## config.mk

```make
export PLATFORM = sky130hd
export DESIGN_NAME = calc_key_sequencer
export DESIGN_NICKNAME = d
export VERILOG_FILES = /design/src/rtl/calc_pkg.sv /design/src/rtl/key_debounce.sv /design/src/rtl/calc_key_sequencer.sv
export SDC_FILE = /design/constraint.sdc
export NUM_CORES = 1
export LEC_CHECK = 0
export ABC_AREA = 0
export CORE_ASPECT_RATIO = 1.25
export CORE_MARGIN = 10
export CORE_UTILIZATION = 55
export CTS_CLUSTER_SIZE = 14
export DETAILED_ROUTE_END_ITERATION = 6
export PLACE_DENSITY_LB_ADDON = 0.12
export SLEW_MARGIN = 20
export SYNTH_ARGS = -nofsm -noshare
export SYNTH_HDL_FRONTEND = slang
export SYNTH_SLANG_ARGS = --single-unit
```

## constraint.sdc

```tcl
create_clock -name clk -period 3.9 [get_ports clk]
set_input_delay 1.17 -clock clk [delete_from_list [all_inputs] [get_ports clk]]
set_output_delay 1.17 -clock clk [all_outputs]
set_load 0.01 [all_outputs]
```

## src/rtl/calc_pkg.sv

```systemverilog
// Shared types and constants for the calculator key sequencer.
// Key-vector bit positions, FSM state encoding and output-mode selectors.
package calc_pkg;

  typedef enum logic [2:0] {
    ST_IDLE,
    ST_FIRST,
    ST_LOADED,
    ST_OPSEL,
    ST_ENTRY
  } calc_state_t;

  // Bit positions of each key in the debounced key vector; operators follow EV_OP_BASE.
  localparam int EV_NUMBER   = 0;
  localparam int EV_ENTER    = 1;
  localparam int EV_TOTAL    = 2;
  localparam int EV_CLEAR    = 3;
  localparam int EV_OP_BASE  = 4;

  localparam bit PULSE  = 1'b0;
  localparam bit TOGGLE = 1'b1;

endpackage

```

## src/rtl/key_debounce.sv

```systemverilog
// Single-key debouncer: the filtered level follows raw after DEBOUNCE consecutive
// differing samples; rise is a one-cycle flag coincident with a filtered rising edge.
module key_debounce #(
  parameter int DEBOUNCE = 4
) (
  input  logic clk,
  input  logic rst,
  input  logic raw,
  output logic level,
  output logic rise
);

  localparam int CW = (DEBOUNCE > 1) ? $clog2(DEBOUNCE) : 1;

  logic [CW-1:0] cnt;

  // NOTE: sequential state uses non-blocking assignments so every flop samples pre-edge values.
  always_ff @(posedge clk) begin
    if (rst) begin
      cnt   <= '0;
      level <= 1'b0;
      rise  <= 1'b0;
    end else begin
      rise <= 1'b0;
      if (raw == level) begin
        cnt <= '0;
      end else if (cnt == CW'(DEBOUNCE - 1)) begin
        cnt   <= '0;
        level <= raw;
        rise  <= raw;
      end else begin
        cnt <= cnt + 1'b1;
      end
    end
  end

endmodule

```

## src/rtl/calc_key_sequencer.sv

```systemverilog
// Key-sequencing controller: debounces panel keys, prioritises key events and
// runs the operand/operator FSM that drives the register-file and display controls.
module calc_key_sequencer
  import calc_pkg::*;
#(
  parameter int NUM_OPS    = 4,
  parameter int DEBOUNCE   = 4,
  parameter bit TOGGLE_OUT = PULSE,
  localparam int OP_W      = $clog2(NUM_OPS)
) (
  input  logic               clk,
  input  logic               rst,
  input  logic               key_number,
  input  logic               key_enter,
  input  logic               key_total,
  input  logic               key_clear,
  input  logic [NUM_OPS-1:0] key_op,
  output logic               store,
  output logic               update,
  output logic               clr,
  output logic               show,
  output logic [OP_W-1:0]    op_sel,
  output logic               op_valid,
  output logic               err
);

  localparam int NUM_KEYS = EV_OP_BASE + NUM_OPS;

  logic [NUM_KEYS-1:0] raw_keys;
  logic [NUM_KEYS-1:0] key_rise;
  logic [NUM_KEYS-1:0] key_level_unused;
  logic [NUM_OPS-1:0]  op_rise;
  logic [OP_W-1:0]     op_idx;
  calc_state_t         state;

  always_comb begin
    raw_keys                          = '0;
    raw_keys[EV_NUMBER]               = key_number;
    raw_keys[EV_ENTER]                = key_enter;
    raw_keys[EV_TOTAL]                = key_total;
    raw_keys[EV_CLEAR]                = key_clear;
    raw_keys[EV_OP_BASE +: NUM_OPS]   = key_op;
  end

  for (genvar i = 0; i < NUM_KEYS; i++) begin : g_key
    key_debounce #(.DEBOUNCE(DEBOUNCE)) u_debounce (
      .clk  (clk),
      .rst  (rst),
      .raw  (raw_keys[i]),
      .level(key_level_unused[i]),
      .rise (key_rise[i])
    );
  end

  // Lowest-numbered operator wins when several rise together.
  always_comb begin
    op_rise = key_rise[EV_OP_BASE +: NUM_OPS];
    op_idx  = '0;
    for (int i = NUM_OPS - 1; i >= 0; i--) begin
      if (op_rise[i]) op_idx = OP_W'(i);
    end
  end

  function automatic logic fire(input logic cur);
    return (TOGGLE_OUT == TOGGLE) ? ~cur : 1'b1;
  endfunction

  function automatic logic rest(input logic cur);
    return (TOGGLE_OUT == TOGGLE) ? cur : 1'b0;
  endfunction

  // The if/else chain implements clear > enter > op > number; total is handled on its own.
  always_ff @(posedge clk) begin
    if (rst) begin
      state    <= ST_IDLE;
      store    <= 1'b0;
      update   <= 1'b0;
      clr      <= 1'b0;
      show     <= 1'b0;
      err      <= 1'b0;
      op_valid <= 1'b0;
      op_sel   <= '0;
    end else begin
      store  <= rest(store);
      update <= rest(update);
      clr    <= rest(clr);
      err    <= 1'b0;

      if (key_rise[EV_TOTAL]) show <= ~show;

      if (key_rise[EV_CLEAR]) begin
        clr      <= fire(clr);
        state    <= ST_IDLE;
        op_valid <= 1'b0;
        op_sel   <= '0;
      end else if (key_rise[EV_ENTER]) begin
        case (state)
          ST_IDLE, ST_FIRST, ST_LOADED: begin
            store <= fire(store);
            state <= ST_LOADED;
          end
          ST_OPSEL: err <= 1'b1;
          ST_ENTRY: begin
            update <= fire(update);
            state  <= ST_LOADED;
          end
          default: state <= ST_IDLE;
        endcase
      end else if (|op_rise) begin
        case (state)
          ST_LOADED, ST_OPSEL, ST_ENTRY: begin
            if (state == ST_ENTRY) update <= fire(update);
            op_sel   <= op_idx;
            op_valid <= 1'b1;
            state    <= ST_OPSEL;
          end
          default: ;
        endcase
      end else if (key_rise[EV_NUMBER]) begin
        case (state)
          ST_IDLE:   state <= ST_FIRST;
          ST_LOADED: begin
            if (op_valid) state <= ST_ENTRY;
            else          err   <= 1'b1;
          end
          ST_OPSEL:  state <= ST_ENTRY;
          default: ;
        endcase
      end
    end
  end

endmodule

```

==> results of run 1 <==
-- cells by family after synthesis --
kind of cell    share of synthesized area
mux                               0.04819
fa+ha+maj                         0.06024
compound gates                    0.07906
buf+inv                           0.02937
xor+xnor                          0.04744
flops                              0.5181
simple gates                       0.2176
-- synthesized netlist by cell type --
cell type | instances | share of area
a21oi_1 | 3 | 0.0090
nor3b_1 | 2 | 0.0090
a21o_1 | 1 | 0.0045
clkbuf_1 | 3 | 0.0068
nor4bb_1 | 8 | 0.048
xnor2_1 | 9 | 0.047
inv_1 | 10 | 0.023
nand2b_1 | 3 | 0.011
o21a_1 | 2 | 0.0090
dfxtp_1 | 43 | 0.52
a32oi_1 | 1 | 0.0053
nor2_1 | 34 | 0.077
or2_2 | 1 | 0.0038
a2111oi_0 | 1 | 0.0053
a211oi_2 | 1 | 0.0075
o221a_2 | 3 | 0.020
ha_1 | 8 | 0.060
nor2b_1 | 3 | 0.011
a31oi_1 | 1 | 0.0038
o21ai_1 | 1 | 0.0030
or4_4 | 1 | 0.0068
a221oi_1 | 1 | 0.0053
o21ai_0 | 2 | 0.0060
or3_1 | 8 | 0.030
mux2i_1 | 8 | 0.048
nor4_2 | 1 | 0.0075
nor4_1 | 2 | 0.0075
nor3_1 | 1 | 0.0030
nand2_1 | 1 | 0.0023
-- worst paths after layout --
path / cells past startpoint / from / to
min reg2reg: 1 / g_key[0].u_debounce.cnt[0] / g_key[0].u_debounce.cnt[0]
max: 1 / op_valid / op_valid
min: 1 / g_key[0].u_debounce.cnt[0] / g_key[0].u_debounce.cnt[0]
max reg2reg: 4 / g_key[4].u_debounce.rise / state[2]
-- final cells by class --
type	count	area, µm²	area share
Clock buffer	5	37.54	0.01921
Clock inverter	3	43.79	0.02241
Inverter	10	37.54	0.01921
Multi-Input combinational cell	107	752.0	0.3848
Sequential cell	43	860.8	0.4405
Tap cell	36	45.04	0.02305
Timing Repair Buffer	18	177.7	0.09091
-- report_power, final --
group	internal (mW)	total (mW)	switching, mW
combinational	0.0238	0.0446	0.0208
sequential	0.449	0.454	0.00542
clock	0.135	0.274	0.140
-- through the flow --
step           area (µm²)  hold slack, ns  std cells
6_report             1954          0.4239        222
5_1_grt              1954          0.4493        222
4_1_cts              1954          0.4284        222
3_5_place_dp         1873          0.4108        214
3_3_place_gp         1873          0.4042        214
2_1_floorplan        1662          0.3974        163
-- sequential cells by signal, indices dropped and copies added, names as in the netlist --
| name | count |
|---|---|
| g_key.u_debounce.cnt | 16 |
| g_key.u_debounce.level | 8 |
| g_key.u_debounce.rise | 8 |
| state | 3 |
| op_sel | 2 |
| clr | 1 |
| err | 1 |
| op_valid | 1 |
| show | 1 |
| store | 1 |
| update | 1 |
-- per-layer routing --
layer | track usage | share of wire | vias up
li1 | - | - | 609
met1 | 0.09168 | 0.42 | 548
met2 | 0.1923 | 0.50 | 23
met3 | 0.04704 | 0.058 | 6
met4 | 0.06653 | 0.021 | 0
met5 | 0 | 0 | -
==> results.yml, run 1 <==
clock_network:
  post_cts_buffers: 0
  h-tree-depth: 2
  cts_sinks: 43
  cts_root_buf: "clkbuf_4"
  cts_made_buffers: 5
  cts_resized: 0
  worst_skew_pair.late_latency_ns: 0.35
  postCtsHoldBufs: 0
  cts_max_path_buffers: 2
  cts.clk_slew.worst_paths_ns: 0.11
  cts_tree: "built"
global_routing:
  grt_overflow: 0
  grt_pass1_vias: 1170
  antenna_found_initial: 0
  grt_start_max_net_pins: 20
  grt_usage: 0.1043
  grt_pass1_wl_mm: 4.761
worst_setup_path:
  cp_max_fo: 4
  end_kind: "primary output"
  crit_path_top_delay_cell: "clkdlybuf4s50_1"
  worstSetupStartpointType: "flop"
  worst_ep_arrival_time_ns: 1.32
  cp_top_family: "buffers and inverters"
  max_stage_delay_ns: 0.56
  critical_path_buf_inv_count: 1
  reg2reg_slack_ns: 2.28
  cp.required_ns: 2.73
  worstPathCellList: "clkdlybuf4s50_1"
  critPathKind: "flop to primary output"
timing:
  drv_slew: 0
  rsz0062_at_grt: "no"
  maxSlewHeadroom: 0.6460
  final_hold_viol_count: 0
  fin_crit_ns: 2.488
  tns_ns: 0
  worst_slew_pin_slew_ns: 0.5262
  fmax_ghz: 0.4020
  setup_violations: 0
  timing.final.crit_share: 0.6379
  clock_skew_ns: 0.007286
  post-route-worst-setup-slack_ns: 1.412
synth:
  syn_avg_cell_area_um2: 10.19
  synth_cell_types: 29
  synth_cells: 163
  synth_area_mm2: 0.001662
  yosysSeqAreaShare: 0.5181
  synth_nets: 181
  yosysWarnings: 0
  synth-seq-cells: 43
pwr:
  ir_drop_v: 0.0004909
  power_uw: 773.4
  p_per_area_mw_per_mm2: 395.7
  p_leak_nw: 0.7463
final_layout:
  nFillCells: 251
  final_core_util: 0.6698
  mostFrequentLayoutCells: "43 x dfxtp_1, 34 x nor2_1, 17 x clkdlybuf4s50_1"
  antenna_cells: 0
  drive_above_1_share: 0.08602
  nNetsFinal: 203
  syn_to_final_growth_pct: 17.62
  final_common_cell: "dfxtp_1"
route:
  routed_wl_mm: 2.764
  route.detailed.drc: 0
  drtAntennaViolNets: 0
  vias: 1186
  wl_per_cell_um: 12.45
  drtPass1Iterations: 4
  vias_per_cell: 5.342
  drtIter0Drc: 68
job:
  drv_cap: 0
worst_hold_path:
  min_path_type: "flop to flop"
floorplan:
  start_util: 0.5695
  rows: 22
  die_y_um: 81.45
  fp.dieW_um: 69.16
  die_area_mm2: 0.005633
  ioPinCount: 18
  core_mm2: 0.002918
placed_design:
  dpl_worst_slack_ns: 1.341
  hpwl_mm: 2.139
  io_buffers: 17
  place_congestion: 0.7266
status:
  status: "completed"
Power figures use the tool's default switching activity.
==> run 2, diff against run 1 <==
- CORE_UTILIZATION: 55 -> 49
- clock period: 3.9 -> 2.1 ns (I/O delays scaled with it)
==> run 2 against run 1 <==
  * Clock-buffer cell count increased by 1
  * Via count is 2.4% lower
  * Non-clock buffer count is the same
  * Sequential share of layout area is 0.17 points higher
  * Clock skew shrank 0.0023 ns
  * Global-route usage is 0.50 points lower
  * Worst setup slack worse by 1.2 ns
  * Power is 79% higher
  * Hold slack got worse by 0.0078 ns
  * Final cell count down 0.45%
  * Sequential power increased by 86%
  * Critical path type unchanged
  * Largest cell class unchanged
==> results.yml, run 2 (synthesis gave the netlist of run 1 again) <==
final_layout:
  drive_above_1_share: 0.07065
  nFillCells: 289
  fin_cells: 221
  mostFrequentLayoutCells: "43 x dfxtp_1, 34 x nor2_1, 17 x clkdlybuf4s50_1"
  antenna_cells: 0
  top_register: "g_key.u_debounce.cnt"
  final_common_cell: "dfxtp_1"
  reg.largest.list: "g_key.u_debounce.cnt (16), g_key.u_debounce.level (8), g_key.u_debounce.rise (8)"
  largest_reg_flops: 16
  multi_input_area_um2: 752.0
  syn_to_final_growth_pct: 17.17
  nNetsFinal: 203
  seq_area_um2: 860.8
route:
  drtIter0Drc: 68
  wl_per_cell_um: 12.35
  drtAntennaViolNets: 0
  vias: 1158
  drtPass1Iterations: 4
  routed_wl_mm: 2.729
  route.detailed.drc: 0
  vias_per_cell: 5.240
floorplan:
  start_util: 0.5155
  die_y_um: 85.11
  fp.dieW_um: 72.09
  die_area_mm2: 0.006135
  rows: 23
  core_mm2: 0.003223
  ioPinCount: 18
clock_network:
  cts_max_path_buffers: 2
  cts.clk_slew.worst_paths_ns: 0.07
  post_cts_buffers: 0
  cts_tree: "built"
  worst_skew_pair.late_latency_ns: 0.29
  cts_root_buf: "clkbuf_8"
  cts_resized: 0
  cts_made_buffers: 5
  cts_sinks: 43
  h-tree-depth: 2
  postCtsHoldBufs: 0
worst_setup_path:
  end_kind: "primary output"
  cp_top_family: "buffers and inverters"
  worstPathCellList: "clkdlybuf4s50_1"
  crit_path_top_delay_cell: "clkdlybuf4s50_1"
  cp_max_fo: 4
  max_stage_delay_ns: 0.56
  critPathKind: "flop to primary output"
  critical_path_buf_inv_count: 1
  cp.required_ns: 1.47
  worstSetupStartpointType: "flop"
  worst_ep_arrival_time_ns: 1.23
status:
  status: "completed"
job:
  drv_cap: 0
placed_design:
  placed_cells: 215
  io_buffers: 17
  place_congestion: 0.7673
  hpwl_mm: 2.096
pwr:
  ir_drop_v: 0.0004953
  p_leak_nw: 0.7383
  p_per_area_mw_per_mm2: 711.7
timing:
  setup_violations: 0
  tns_ns: 0
  rsz0062_at_grt: "no"
  final_hold_viol_count: 0
  maxSlewHeadroom: 0.6250
  clock_skew_ns: 0.004979
  fmax_ghz: 0.5372
  fin_crit_ns: 1.862
  worst_slew_pin_slew_ns: 0.5574
  drv_slew: 0
  timing.final.crit_share: 0.8865
global_routing:
  grt_pass1_wl_mm: 4.968
  grt_pass1_vias: 1179
  grt_overflow: 0
  grt_usage: 0.09920
  antenna_found_initial: 0
  grt_start_max_net_pins: 28
worst_hold_path:
  min_path_type: "flop to flop"
[run 2: cell types whose count changed in the layout (fill, tap and decap cells not counted)]
cell / previous run / this run
clkbuf_1: 0 / 1
clkinv_4: 1 / 0
bufinv_16: 1 / 0
clkbuf_4: 5 / 0
clkbuf_8: 0 / 5
clkinv_2: 1 / 0
[run 2: final timing paths]
kind	to	cells past startpoint	start	slack, ns
setup / recovery	op_valid	1	op_valid	0.24
hold / removal	g_key[0].u_debounce.cnt[0]	1	g_key[0].u_debounce.cnt[0]	0.42
setup reg to reg	state[2]	4	g_key[5].u_debounce.rise	0.47
hold reg to reg	g_key[0].u_debounce.cnt[0]	1	g_key[0].u_debounce.cnt[0]	0.42
[run 2: power breakdown]
part	switching, mW	internal [mW]
clock	0.240	0.221
combinational	0.0375	0.0439
sequential	0.00948	0.834
[run 2: layout make-up]
class                   count  share of cell area
flip-flops and latches     43              0.4422
multi-input cells         107              0.3862
repair buffers             18             0.09126
clock buffers               6             0.03728
well taps                  37             0.02378
inverters                  10             0.01928
[run 2: layer usage]
metal,vias to the layer above,track usage,routed length [µm]
li1,606,-,-
met1,524,0.1043,1159
met2,21,0.1602,1326
met3,7,0.04779,194
met4,0,0.04938,48
met5,-,0,0
[run 2: stage by stage]
stage               utilization  power (mW)  area [µm²]  hold slack (ns)  setup WS, ns
CTS                      0.6040       1.410        1947           0.4209        0.2234
finish                   0.6040       1.386        1947           0.4161        0.2385
global placement         0.5815      0.9383        1874           0.4041        0.1755
detailed placement       0.5815      0.9451        1874           0.4106        0.2477
floorplan                     -      0.9098        1662           0.3974        0.5870
global route             0.6040       1.461        1947           0.4308        0.1754
